**src/rtl/delay_meter_fsm.sv**
```systemverilog
`default_nettype none
// ============================================================================
//  Module      : delay_meter_fsm
//  Description : Measures the number of clock cycles between a rising edge on
//                start_in and a rising edge on stop_in. Both pads are
//                synchronised before use. An IDLE/ARMED/MEASURE/DONE machine
//                runs a cycle counter, latches the result, and aborts with
//                timeout_flag when no stop edge arrives within TIMEOUT cycles.
//                The 16-bit result is read out one byte at a time.
//  Revision    : 1.0 - initial release
// ============================================================================
module delay_meter_fsm #(
  parameter int WIDTH       = 16,
  parameter int TIMEOUT     = 50000,
  parameter int SYNC_STAGES = 2
) (
  input  logic       clk,
  input  logic       rst_n,
  input  logic       ena,
  input  logic       start_in,
  input  logic       stop_in,
  input  logic       arm,
  input  logic       byte_sel,
  output logic [7:0] result_out,
  output logic       busy,
  output logic       done,
  output logic       timeout_flag
);

  // Counter value at which a measurement gives up waiting for stop.
  localparam logic [WIDTH-1:0] c_timeout  = WIDTH'(TIMEOUT);
  localparam logic [WIDTH-1:0] c_count_one = WIDTH'(1);

  typedef enum logic [1:0] {
    ST_IDLE    = 2'd0,
    ST_ARMED   = 2'd1,
    ST_MEASURE = 2'd2,
    ST_DONE    = 2'd3
  } state_t;

  // --------------------------------------------------------------------------
  // Synchroniser chains and edge-detect history
  // --------------------------------------------------------------------------
  logic [SYNC_STAGES-1:0] r_start_sync;
  logic [SYNC_STAGES-1:0] r_stop_sync;
  logic                   r_start_prev;
  logic                   r_stop_prev;
  logic                   w_start_lvl;
  logic                   w_stop_lvl;
  logic                   w_start_e;
  logic                   w_stop_e;

  // --------------------------------------------------------------------------
  // FSM, counter and result storage
  // --------------------------------------------------------------------------
  state_t           r_state;
  state_t           w_state_nxt;
  logic [WIDTH-1:0] r_count;
  logic [WIDTH-1:0] w_count_nxt;
  logic [WIDTH-1:0] w_count_inc;
  logic [WIDTH-1:0] r_result;
  logic [WIDTH-1:0] w_result_nxt;
  logic             r_timeout;
  logic             w_timeout_nxt;
  logic             r_busy;
  logic             r_done;

  // Pad synchronisers run every cycle, independent of ena, so both paths
  // always see identical latency from pin to detected edge.
  always_ff @(posedge clk) begin
    if (!rst_n) begin
      r_start_sync <= '0;
      r_stop_sync  <= '0;
      r_start_prev <= 1'b0;
      r_stop_prev  <= 1'b0;
    end else begin
      r_start_sync <= {r_start_sync[SYNC_STAGES-2:0], start_in};
      r_stop_sync  <= {r_stop_sync[SYNC_STAGES-2:0], stop_in};
      r_start_prev <= w_start_lvl;
      r_stop_prev  <= w_stop_lvl;
    end
  end

  assign w_start_lvl = r_start_sync[SYNC_STAGES-1];
  assign w_stop_lvl  = r_stop_sync[SYNC_STAGES-1];

  // Single-cycle rising-edge strobes of the synchronised levels.
  assign w_start_e = w_start_lvl & ~r_start_prev;
  assign w_stop_e  = w_stop_lvl & ~r_stop_prev;

  // Counter value the measurement would hold after the current cycle; the
  // count is capped at TIMEOUT so this can never wrap.
  assign w_count_inc = r_count + c_count_one;

  // State register plus counter/result/flag storage and registered decodes.
  always_ff @(posedge clk) begin
    if (!rst_n) begin
      r_state   <= ST_IDLE;
      r_count   <= '0;
      r_result  <= '0;
      r_timeout <= 1'b0;
      r_busy    <= 1'b0;
      r_done    <= 1'b0;
    end else begin
      r_state   <= w_state_nxt;
      r_count   <= w_count_nxt;
      r_result  <= w_result_nxt;
      r_timeout <= w_timeout_nxt;
      r_busy    <= (w_state_nxt == ST_ARMED) || (w_state_nxt == ST_MEASURE);
      r_done    <= (w_state_nxt == ST_DONE);
    end
  end

  // Next-state and datapath update. Everything holds while ena is low; arm
  // overrides any edge in the same cycle and always lands in ARMED with a
  // cleared counter. The result is only ever rewritten by a completed or
  // timed-out measurement.
  always_comb begin
    w_state_nxt   = r_state;
    w_count_nxt   = r_count;
    w_result_nxt  = r_result;
    w_timeout_nxt = r_timeout;

    if (ena) begin
      if (arm) begin
        w_state_nxt   = ST_ARMED;
        w_count_nxt   = '0;
        w_timeout_nxt = 1'b0;
      end else begin
        case (r_state)
          ST_ARMED: begin
            // A stop edge here (alone or together with start) is ignored.
            if (w_start_e) begin
              w_state_nxt = ST_MEASURE;
              w_count_nxt = '0;
            end
          end
          ST_MEASURE: begin
            // The start-edge cycle leaves count at 0, so a stop N cycles
            // later sees count = N-1 and latches count+1 = N.
            if (w_stop_e) begin
              w_result_nxt = w_count_inc;
              w_state_nxt  = ST_DONE;
            end else if (w_count_inc == c_timeout) begin
              w_result_nxt  = c_timeout;
              w_count_nxt   = w_count_inc;
              w_timeout_nxt = 1'b1;
              w_state_nxt   = ST_DONE;
            end else begin
              w_count_nxt = w_count_inc;
            end
          end
          default: begin
            // IDLE and DONE wait for arm.
          end
        endcase
      end
    end
  end

  // Byte readout is a pure mux so byte_sel takes effect in the same cycle.
  assign result_out   = byte_sel ? r_result[15:8] : r_result[7:0];
  assign busy         = r_busy;
  assign done         = r_done;
  assign timeout_flag = r_timeout;

endmodule
`default_nettype wire

```
**config.mk**
```make
export PLATFORM = sky130hd
export DESIGN_NAME = delay_meter_fsm
export DESIGN_NICKNAME = d
export VERILOG_FILES = /design/src/rtl/delay_meter_fsm.sv
export SDC_FILE = /design/constraint.sdc
export NUM_CORES = 1
export LEC_CHECK = 0
export ABC_CLOCK_PERIOD_IN_PS = 2530
export BUFFER_PORTS_ARGS = -buffer_cell sky130_fd_sc_hd__buf_2
export CORE_MARGIN = 5
export CORE_UTILIZATION = 54
export DETAILED_ROUTE_END_ITERATION = 7
export PLACE_DENSITY = 0.75
export SYNTH_ARGS = -nofsm -noshare
export SYNTH_HDL_FRONTEND = slang
export SYNTH_SLANG_ARGS = --single-unit
```
**constraint.sdc**
```tcl
create_clock -name clk -period 2.53 [get_ports clk]
set_input_delay 0.253 -clock clk [delete_from_list [all_inputs] [get_ports clk]]
set_output_delay 0.253 -clock clk [all_outputs]
set_load 0.05 [all_outputs]
```
* Word-level counts from Yosys, hierarchy flattened
Index checks and enable logic that the tools add are counted.
Cells by class: add/subtract/negate cells 1, eq/ne operators 9, muxes and demuxes 17, bitwise gates (word level) 5, reduce and logical (&&, ||, !) cells 8
Operators by type and width (number):
- two-way mux 16 bit | 5
- one-hot mux 16 bit (2 select lines) | 1
- adder 16 x 1 -> 16 bit, second input constant | 1
- == test 16 bit, second input constant | 1
- AND reduction 4 bit | 3
- two-way mux 2 bit | 5
- two-way mux 8 bit | 1
- == test 2 bit, second input constant | 3
- inequality test 3 bit, second input constant | 2
- nonzero test 2 bit | 3
- == test 2 x 1 -> 1 bit, second input constant | 2
- two-way mux 1 bit | 4
- one-hot mux 2 bit (2 select lines) | 1
- inverter 1 bit | 3
- nonzero test 3 bit | 1
- bitwise AND 1 bit | 2
- inequality test 2 bit, second input constant | 1
- logical OR 1 bit | 1
Word-level totals: register bits after elaboration 43, output and inout port bits 11, logic and storage cells 50

* Depth between registers and ports, before layout
Gate-level depths: netlist (run 1).
depth after elaboration 9, depth in mapped cells 10, mapped depth without buffers 9

* Least setup slack after synthesis (run 1)
OpenSTA, ideal clock, no wires.
path type reg-to-reg, from reg r_count[0], to reg r_busy (netlist: busy), library setup time 115 ps, data arrival time 2363 ps, setup slack 52 ps, cell stages (with the launch flop) 10, period minus slack after synthesis 2478 ps, path through dfxtp_1 > ha_1 > inv_1 > or4_4 > a211o_1 > nor3_2 > nand3_2 > a31oi_1 > ha_1 > and2_1
On the way: cells in the longest elaborated chain, start to end 9
Ends and longest elaborated chain:
- start, declared | RTL line 58 | logic [WIDTH-1:0] r_count;
- start signal, assigned | RTL line 106 | r_count <= w_count_nxt;
- adder 16 x 1 -> 16 bit * | RTL line 93 | assign w_count_inc = r_count + c_count_one;
- == test 16 bit * | RTL line 144 | end else if (w_count_inc == c_timeout) begin
- two-way mux 2 bit * | RTL line 144
- two-way mux 2 bit * | RTL line 141 | if (w_stop_e) begin
- one-hot mux 2 bit (2 select lines) * | RTL line 130 | case (r_state)
- two-way mux 2 bit * | RTL line 125 | if (arm) begin
- two-way mux 2 bit * | RTL line 124 | if (ena) begin
- via w_state_nxt[0] | RTL line 57 | state_t w_state_nxt;
- == test 2 x 1 -> 1 bit or == test 2 bit (tied branches) | RTL line 109 | r_busy <= (w_state_nxt == ST_ARMED) || (w_state_nxt == ST_MEASURE);
- logical OR 1 bit * | RTL line 109
- end signal, assigned | RTL line 109
- end, declared | RTL line 65 | logic r_busy;
Mark *: on every way through the listed nets, which the timed path passes. The rest lies on a longest branch. A chain may end at the register's enable or synchronous reset.

* Final worst setup path (run 1)
Same ends and word-level chain as after synthesis.

==> flow_metrics.py, run 1 <==
metrics = {
    "hold_path": {
        "hp-start": "start_in",
        "whs_path_depth": 2,
        "hold_class": "in2reg",
        "whs_endpoint": "r_start_sync[0]",
    },
    "layout": {
        "layout-drive-gt1-share_pct": 20.3,
        "design_area_um2": 2830,
        "final_util_pct": 64.1,
        "layout.cells.non_filler": 382,
        "fin_nets": 341,
        "syn2layout_area_growth_pct": 13.8,
        "antenna_cells": 0,
    },
    "power": {
        "power_leakage_nw": 1.11,
        "power_mw": 1.30,
        "powerDensity_nw_per_um2": 461,
        "ir_drop_mv": 0.177,
    },
    "critical_path": {
        "cp_cell_sequence": "ha_1, inv_1, or4_4, a211o_1, nor3_2, nand3_2, a31oi_1, ha_1, and2_1",
        "crit_top_cell": "ha_1",
        "cp_max_fo": 3,
        "reg2reg_to": "busy",
        "startpoint_type": "flop",
        "worstSetupPathType": "reg2reg",
        "worst-r2r-setup-slack_ns": 0.12,
        "rr_startpoint": "r_count[0]",
        "crit_arrival_ns": 2.62,
        "slowest_stage": "or4_4",
        "cp.required_ns": 2.73,
        "critical-path-max-stage-delay_ns": 0.55,
        "worst_setup_path_end_kind": "flop",
        "reg2reg_depth": 9,
    },
    "sta": {
        "fin_worst_skew_ns": 0.00711,
        "rsz0062_at_grt": "false",
        "hold-worst-slack_ns": 0.150,
        "slew_headroom_pct": 68.6,
        "tightest_slew_ns": 0.471,
        "fin_ws_ns": 0.118,
        "final.min_clock_period_ns": 2.41,
        "setup_viol": 0,
        "slew_violations": 0,
        "tns_ns": 0,
        "fin_crit_sh_pct": 95.3,
        "max_freq_ghz": 0.415,
        "final_hold_viol_count": 0,
    },
    "yosys": {
        "ys_warn_count": 0,
        "synth_area_um2": 2480,
        "syn_inst": 306,
        "synth_cell_type_count": 51,
        "async_flop_share_pct": 0,
        "ys_seq_area_share_pct": 34.6,
        "synth_ff_type": "dfxtp_1",
        "syn_nets": 318,
        "syn_area_per_cell_um2": 8.12,
        "ys_seq_elements": 43,
        "synth_edf_count": 0,
    },
    "placed_design": {
        "place_congestion": 0.931,
        "hpwlAfterDp_um": 4420,
        "dp_slack_ns": 0.0948,
        "dp.cells": 374,
        "port_buffers": 17,
        "dpl_cell_area_um2": 2700,
    },
    "die": {
        "io_pins": 18,
        "fp.dieW_um": 77.8,
        "core_um2": 4410,
        "initial_core_util_pct": 56.3,
        "dieArea_um2": 6060,
        "row_count": 24,
        "die-height_um": 77.8,
    },
    "drt": {
        "drt_wl_total_um": 6280,
        "viasPerCell": 6.22,
        "drtAntennaViolNets": 0,
        "drt_first_pass_iters": 7,
        "drtIter0Drc": 211,
        "drc_errors": 0,
        "detail_route.wl_per_cell_um": 16.5,
        "num_vias": 2376,
    },
    "global_route": {
        "track_usage_pct": 20.9,
        "grt_start_max_net_pins": 30,
        "antenna_found_initial": 0,
        "grt_pass1_wl_um": 10400,
        "overflow": 0,
        "grt_pass1_vias": 2097,
    },
    "clock_network": {
        "clock-sinks": 43,
        "clk_latency_ns": 0.30,
        "cts_buffers": 5,
        "cts_hold_buf": 0,
        "htree_levels": 2,
        "clock_tree.buffer_depth": 2,
        "cts_tree": "built",
        "cts.clk_slew.worst_paths_ns": 0.08,
        "post_cts_buffers": 0,
        "cts_root_buf": "clkbuf_8",
    },
    "job": {
        "maxCapViolCount": 0,
    },
    "outcome": {
        "status": "complete, no violations",
    },
}
[cell usage in the layout, fill, tap and decap left out, types with 7 or more instances in the layout]
cell	instances
dfxtp_1	43
a21oi_1	29
nor2_1	28
buf_4	23
nand2_1	19
nand3_1	17
buf_2	17
o21ai_0	15
and2_1	12
o22ai_1	10
nor3_1	8
mux2_2	8
a31oi_1	7
xnor2_1	7
a22oi_1	7
[worst max-delay path: cells and delay by family, from the launching register on]
kind / cells / cell delay (ns)
flops: 1 / 0.34
fa+ha+maj: 2 / 0.42
simple gates: 4 / 0.95
compound gates: 2 / 0.53
buf+inv: 1 / 0.09
[cell usage after synthesis, types with 2 or more instances]
master / instances / area (um2)
nand4_1: 3 / 18.8
nor2b_1: 5 / 31.3
a21oi_1: 29 / 145
a2bb2oi_1: 2 / 17.5
xor2_1: 6 / 52.6
and2_1: 12 / 75.1
o22ai_1: 10 / 62.6
mux2_2: 8 / 90.1
nand4b_1: 2 / 17.5
nand3_1: 17 / 85.1
dfxtp_1: 43 / 861
nor2_1: 28 / 105
nor3_1: 8 / 40.0
xnor2_1: 7 / 61.3
inv_1: 5 / 18.8
a31oi_1: 7 / 43.8
o21ai_0: 16 / 80.1
nand2_1: 19 / 71.3
a22oi_1: 7 / 52.6
buf_2: 6 / 30.0
mux2i_1: 3 / 30.0
ha_1: 5 / 62.6
nand3b_1: 4 / 30.0
a211oi_1: 2 / 15.0
clkbuf_1: 16 / 60.1
and3_2: 2 / 15.0
o221ai_1: 5 / 43.8
nand2b_1: 6 / 37.5
[state kept, by name (all words and copies together) (netlist names)]
| name | flops |
|---|---|
| busy | 1 |
| done | 1 |
| r_count | 16 |
| r_result | 16 |
| r_start_prev | 1 |
| r_start_sync | 2 |
| r_state | 2 |
| r_stop_prev | 1 |
| r_stop_sync | 2 |
| timeout_flag | 1 |
[cell type report]
| type | instances | area (um2) |
|---|---|---|
| fill | 384 | 1590 |
| multi-input combinational | 233 | 1510 |
| sequential | 43 | 861 |
| timing repair buffer | 40 | 258 |
| clock buffer | 6 | 82.6 |
| tap | 52 | 65.1 |
| clock inverter | 2 | 35.0 |
| inverter | 6 | 22.5 |
[timing repair]
item,in CTS,in global routing
endpoints found under the hold margin,0,0
gates resized for setup,0,1
setup endpoints to repair,0,1
[metal layers]
| metal | part of all wire [%] | global-route usage [%] | vias to the layer above |
|---|---|---|---|
| met5 | 0 | 0 | - |
| met4 | 2.1 | 7.04 | 0 |
| met3 | 5.7 | 3.94 | 12 |
| met2 | 47 | 33.0 | 75 |
| met1 | 45 | 28.5 | 1135 |
| li1 | - | - | 1154 |
[worst max path at each step]
stage / start / end / cells after the start
floorplan: r_count[0] / busy / 9
global placement: r_count[0] / busy / 9
detailed placement: r_count[0] / busy / 9
CTS: r_count[0] / busy / 9
global route: r_count[2] / busy / 9
finish: r_count[0] / busy / 9
[cells by family (layout without fill, tap and decap cells)]
| kind of cell | count (synthesis) | in the layout | share of synthesized area [%] |
|---|---|---|---|
| compound gates | 85 | 85 | 21.2 |
| xor+xnor | 13 | 13 | 4.58 |
| fa+ha+maj | 5 | 5 | 2.52 |
| buf+inv | 30 | 54 | 5.14 |
| flops | 43 | 43 | 34.6 |
| mux | 11 | 11 | 4.83 |
| simple gates | 119 | 119 | 27.0 |
[power by group]
group	internal (mW)	switching, mW
combinational	0.0201	0.0440
sequential	0.681	0.00288
clock	0.319	0.237
total	1.02	0.284
Power figures use the tool's default switching activity.
==> run 2: changes to the inputs <==
==> config.mk (replaced) <==
export PLATFORM = sky130hd
export DESIGN_NAME = delay_meter_fsm
export DESIGN_NICKNAME = d
export VERILOG_FILES = /design/src/rtl/delay_meter_fsm.sv
export SDC_FILE = /design/constraint.sdc
export NUM_CORES = 1
export LEC_CHECK = 0
export ABC_CLOCK_PERIOD_IN_PS = 3100
export BUFFER_PORTS_ARGS = -buffer_cell sky130_fd_sc_hd__buf_4
export CORE_MARGIN = 5
export CORE_UTILIZATION = 64
export DETAILED_ROUTE_END_ITERATION = 7
export PLACE_DENSITY = 0.84
export SYNTH_ARGS = -nofsm -noshare
export SYNTH_HDL_FRONTEND = slang
export SYNTH_SLANG_ARGS = --single-unit
==> constraint.sdc (replaced) <==
create_clock -name clk -period 3.1 [get_ports clk]
set_input_delay 0.31 -clock clk [delete_from_list [all_inputs] [get_ports clk]]
set_output_delay 0.31 -clock clk [all_outputs]
set_load 0.05 [all_outputs]
==> flow_metrics.py, run 2 (synthesized netlist as in run 1, its figures left out) <==
metrics = {
    "sta": {
        "final.min_clock_period_ns": 2.72,
        "setup_viol": 0,
        "rsz0062_at_grt": "false",
        "slew_violations": 0,
        "final_hold_viol_count": 0,
        "tns_ns": 0,
        "hold-worst-slack_ns": 0.222,
        "tightest_slew_ns": 0.823,
        "fin_worst_skew_ns": 0.0119,
        "fin_crit_sh_pct": 87.8,
        "fin_ws_ns": 0.378,
        "slew_headroom_pct": 44.7,
        "max_freq_ghz": 0.367,
    },
    "clock_network": {
        "cts.clk_slew.worst_paths_ns": 0.08,
        "cts_hold_buf": 0,
        "clock_tree.buffer_depth": 2,
        "cts_buffers": 5,
        "cts_root_buf": "clkbuf_8",
        "post_cts_buffers": 0,
        "cts_tree": "built",
        "clock-sinks": 43,
        "htree_levels": 2,
        "clk_latency_ns": 0.30,
        "cts_resized": 0,
    },
    "die": {
        "row_count": 22,
        "io_pins": 18,
        "initial_core_util_pct": 66.9,
        "core_um2": 3720,
        "fp.dieW_um": 72.3,
        "dieArea_um2": 5230,
        "die-height_um": 72.3,
    },
    "layout": {
        "final_cell_mix": "dfxtp_1 (43), a21oi_1 (29), nor2_1 (28), buf_4 (21), nand2_1 (19)",
        "fillers": 300,
        "multi_input_area_um2": 1500,
        "antenna_cells": 0,
        "largestRegisters": "r_count (16), r_result (16)",
        "fin_nets": 322,
        "layout.cells.non_filler": 358,
        "final_util_pct": 72.8,
        "design_area_um2": 2700,
        "layout-drive-gt1-share_pct": 15.2,
        "regArea_um2": 861,
        "final_common_cell": "dfxtp_1",
        "syn2layout_area_growth_pct": 8.81,
    },
    "global_route": {
        "grt_start_max_net_pins": 30,
        "overflow": 0,
        "grt_use_met1_pct": 32.2,
        "antenna_found_initial": 0,
        "grt-busiest-layer": "met2",
        "track_usage_pct": 23.8,
        "grt_pass1_vias": 2061,
        "grt_pass1_wl_um": 9820,
        "use_met3_pct": 6.23,
        "met2_usage_pct": 36.1,
    },
    "power": {
        "p_clk_share_pct": 41.1,
        "comb_power_share_pct": 5.0,
        "switchingPower_uw": 228,
        "internal-power_uw": 809,
        "powerDensity_nw_per_um2": 383,
        "power_leakage_nw": 0.987,
        "ir_drop_mv": 0.318,
        "switching_share_pct": 22.0,
        "power_mw": 1.04,
        "pwr-share-seq_pct": 53.9,
    },
    "critical_path": {
        "worst_setup_path_end_kind": "flop",
        "startpoint_type": "flop",
        "cp_top_family": "simple AND/OR/NAND/NOR gates",
        "cp.required_ns": 3.29,
        "critPathBufInv": 1,
        "crit_arrival_ns": 2.91,
        "critical-path-max-stage-delay_ns": 0.54,
        "crit_top_cell": "ha_1",
        "worstSetupPathType": "reg2reg",
        "slowest_stage": "or4_4",
        "cp_cell_sequence": "ha_1, inv_1, or4_4, a211o_1, nor3_2, nand3_2, a31oi_1, ha_1, and2_1",
        "cp_max_fo": 7,
    },
    "drt": {
        "detail_route.wl_per_cell_um": 16.4,
        "num_vias": 2310,
        "drc_errors": 0,
        "drtIter0Drc": 225,
        "drt_first_pass_iters": 5,
        "drt_wl_total_um": 5880,
        "viasPerCell": 6.45,
        "drtAntennaViolNets": 0,
    },
    "placed_design": {
        "hpwlAfterDp_um": 4130,
        "dp_slack_ns": 0.412,
        "dp.cells": 351,
        "dpl_cell_area_um2": 2600,
        "place_congestion": 0.900,
        "port_buffers": 17,
    },
    "job": {
        "maxCapViolCount": 0,
    },
    "outcome": {
        "status": "complete, no violations",
    },
    "hold_path": {
        "hold_class": "in2reg",
    },
}
[run 2: cell types whose count changed in the layout (fill, tap and decap cells not counted), sizes merged]
cell	before	now
buf	40	21
clkbuf	6	5
clkinv	2	1
clkinvlp	0	1
[run 2: layout make-up]
type / count / area share [%]
clock inverter: 2 / 1.39
inverter: 6 / 0.833
sequential: 43 / 31.8
clock buffer: 5 / 2.55
tap: 48 / 2.22
timing repair buffer: 21 / 5.83
multi-input combinational: 233 / 55.3
[run 2: worst paths after layout]
path	startpoint	end	slack [ns]	depth (start not counted)
max	r_count[0]	busy	0.38	9
min	start_in	r_start_sync[0]	0.22	2
min reg2reg	r_stop_sync[0]	r_stop_sync[1]	0.44	1
max reg2reg	r_count[0]	busy	0.38	9
[run 2: power groups by stage]
stage	registers [mW]	clock network, mW	logic (mW)
3_3_place_gp	0.571	0	0.0508
5_1_grt	0.559	0.456	0.0567
4_1_cts	0.558	0.431	0.0514
6_report	0.558	0.426	0.0519
2_1_floorplan	0.573	0	0.0317
3_5_place_dp	0.571	0	0.0514
[run 2: per-layer routing]
layer / share of wire, % / vias to the layer above
li1: - / 1110
met1: 45 / 1076
met2: 45 / 106
met3: 7.4 / 18
met4: 2.2 / 0
met5: 0 / -
==> run 3: changes to the inputs <==
--- a/config.mk
+++ b/config.mk
@@ -5,6 +5,7 @@
 export SDC_FILE = /design/constraint.sdc
 export NUM_CORES = 1
 export LEC_CHECK = 0
+export ABC_AREA = 1
 export ABC_CLOCK_PERIOD_IN_PS = 3100
 export BUFFER_PORTS_ARGS = -buffer_cell sky130_fd_sc_hd__buf_4
 export CORE_MARGIN = 5
==> flow_metrics.py, run 3 <==
metrics = {
    "outcome": {
        "status": "complete, no violations",
    },
    "yosys": {
        "synth_top_area_share_pct": 36.9,
        "synth_cell_type_count": 28,
        "ys_seq_elements": 43,
        "async_flop_share_pct": 0,
        "yosys.area.top_type": "dfxtp_1",
        "synth_most_common_cell": "nand2_1",
        "syn_nets": 354,
        "synth_edf_count": 0,
        "ys_seq_area_share_pct": 36.9,
        "ys_top_cells_by_area": "dfxtp_1 (37%), nand2_1 (16%), inv_1 (8.2%)",
        "syn_area_per_cell_um2": 6.83,
        "synth_common_cells": "nand2_1 (100), inv_1 (51), dfxtp_1 (43)",
        "ys_warn_count": 0,
        "synth_ff_type": "dfxtp_1",
        "syn_inst": 342,
        "synth_area_um2": 2330,
    },
    "critical_path": {
        "reg2reg_to": "busy",
        "cp.required_ns": 3.31,
        "crit_arrival_ns": 2.46,
        "reg2reg_depth": 16,
        "critPathLaunch": "r_count[0]",
        "worstSetupPathType": "reg2reg",
        "worst-r2r-setup-slack_ns": 0.84,
        "endpoint": "busy",
        "cp_max_fo": 8,
        "rr_startpoint": "r_count[0]",
        "startpoint_type": "flop",
        "worst_setup_path_end_kind": "flop",
    },
    "drt": {
        "drtAntennaViolNets": 0,
        "num_vias": 2180,
        "drtIter0Drc": 255,
        "detail_route.wl_per_cell_um": 12.8,
        "drt_first_pass_iters": 4,
        "drt_wl_total_um": 5240,
        "viasPerCell": 5.32,
        "drc_errors": 0,
    },
    "clock_network": {
        "htree_levels": 2,
        "cts_hold_buf": 0,
        "cts_resized": 0,
        "post_cts_buffers": 0,
        "clock-sinks": 43,
        "cts_root_buf": "clkbuf_8",
        "cts_tree": "built",
        "cts_buffers": 5,
        "cts.clk_slew.worst_paths_ns": 0.08,
        "clock_tree.buffer_depth": 2,
        "clk_latency_ns": 0.30,
    },
    "sta": {
        "final.min_clock_period_ns": 2.26,
        "slew_headroom_pct": 45.3,
        "fin_crit_sh_pct": 72.8,
        "fin_ws_ns": 0.843,
        "rsz0062_at_grt": "false",
        "max_freq_ghz": 0.443,
        "tns_ns": 0,
        "fin_worst_skew_ns": 0.00742,
        "slew_violations": 0,
        "tightest_slew_ns": 0.816,
        "setup_viol": 0,
        "final_hold_viol_count": 0,
    },
    "power": {
        "switchingPower_uw": 253,
        "p_clk_share_pct": 45.4,
        "internal-power_uw": 900,
        "switching_share_pct": 22.0,
        "ir_drop_mv": 0.345,
        "comb_power_share_pct": 6.2,
        "pwr-share-seq_pct": 48.5,
        "powerDensity_nw_per_um2": 437,
        "power_leakage_nw": 1.07,
    },
    "layout": {
        "largestRegisters": "r_count (16), r_result (16)",
        "fin_nets": 373,
        "antenna_cells": 0,
        "syn2layout_area_growth_pct": 13.1,
        "final_common_cell": "nand2_1",
        "final_cell_mix": "nand2_1 (100), inv_1 (51), dfxtp_1 (43), nor2_1 (27), a21oi_1 (26)",
        "layout-drive-gt1-share_pct": 18.0,
    },
    "global_route": {
        "use_met3_pct": 4.46,
        "grt-busiest-layer": "met2",
        "grt_start_max_net_pins": 28,
        "overflow": 0,
        "grt_pass1_wl_um": 9260,
        "track_usage_pct": 22.8,
        "antenna_found_initial": 0,
        "grt_use_met1_pct": 28.1,
        "met2_usage_pct": 39.3,
        "grt_pass1_vias": 2107,
    },
    "hold_path": {
        "hold_class": "in2reg",
        "whs_path_depth": 3,
    },
    "die": {
        "die-height_um": 70.4,
        "row_count": 22,
        "io_pins": 18,
        "dieArea_um2": 4960,
        "core_um2": 3610,
        "initial_core_util_pct": 64.7,
        "fp.dieW_um": 70.4,
    },
    "placed_design": {
        "hpwlAfterDp_um": 3780,
        "port_buffers": 17,
        "place_congestion": 0.936,
        "dp_slack_ns": 0.913,
    },
    "job": {
        "maxCapViolCount": 0,
    },
}
[run 3: power by group through the flow]
stage / combinational, mW / sequential (mW) / clock (mW)
finish: 0.0709 / 0.559 / 0.523
global route: 0.0792 / 0.560 / 0.552
CTS: 0.0710 / 0.559 / 0.527
detailed placement: 0.0696 / 0.572 / 0
global placement: 0.0692 / 0.572 / 0
floorplan: 0.0430 / 0.576 / 0
[run 3: logic make-up after synthesis]
group | share of synthesized area, %
simple gates | 35.4
flops | 36.9
compound gates | 13.3
fa+ha+maj | 2.68
mux | 1.45
buf+inv | 10.2
[run 3: area by class of cell]
class	count	area, um2
Inverter	53	199
Tap cell	48	60.1
Multi-Input combinational cell	238	1230
Timing Repair Buffer	20	150
Sequential cell	43	861
Fill cell	292	965
Clock inverter	3	67.6
Clock buffer	5	68.8
[run 3: through the flow]
stage	cells	total power [mW]	hold slack, ns	utilization, %	instance area [um2]
6_report	410	1.15	0.191	73.2	2640
3_3_place_gp	402	0.641	0.393	69.5	2500
5_1_grt	410	1.19	0.205	73.2	2640
2_1_floorplan	342	0.619	0.390	-	2330
4_1_cts	410	1.16	0.187	73.2	2640
3_5_place_dp	402	0.642	0.401	69.5	2500
[run 3: how the worst min path moves through the flow]
stage | slack (ns) | start | to
floorplan | 0.39 | r_start_sync[0] | r_start_sync[1]
global placement | 0.39 | r_stop_sync[0] | r_stop_sync[1]
detailed placement | 0.40 | r_stop_sync[0] | r_stop_sync[1]
CTS | 0.19 | stop_in | r_stop_sync[0]
global route | 0.20 | stop_in | r_stop_sync[0]
finish | 0.19 | stop_in | r_stop_sync[0]
[run 3: metal layers]
layer  share of wire [%]  wire length [um]
met1                  45              2350
met2                  49              2570
met3                 4.7               245
met4                 1.5                79
met5                   0                 0
[run 3: worst max-delay path: stages (launching register included)]
cell	delay (ns)
dfxtp_1	0.40
ha_1	0.25
nand3_2	0.13
nor2_4	0.19
nand3_1	0.12
nand2_2	0.13
nand3_2	0.08
nor2_2	0.13
nand3_2	0.10
nand3_1	0.08
nand2_1	0.05
nand2_1	0.05
nand2_1	0.06
nand2_1	0.07
ha_1	0.22
nand2_1	0.06
inv_1	0.03
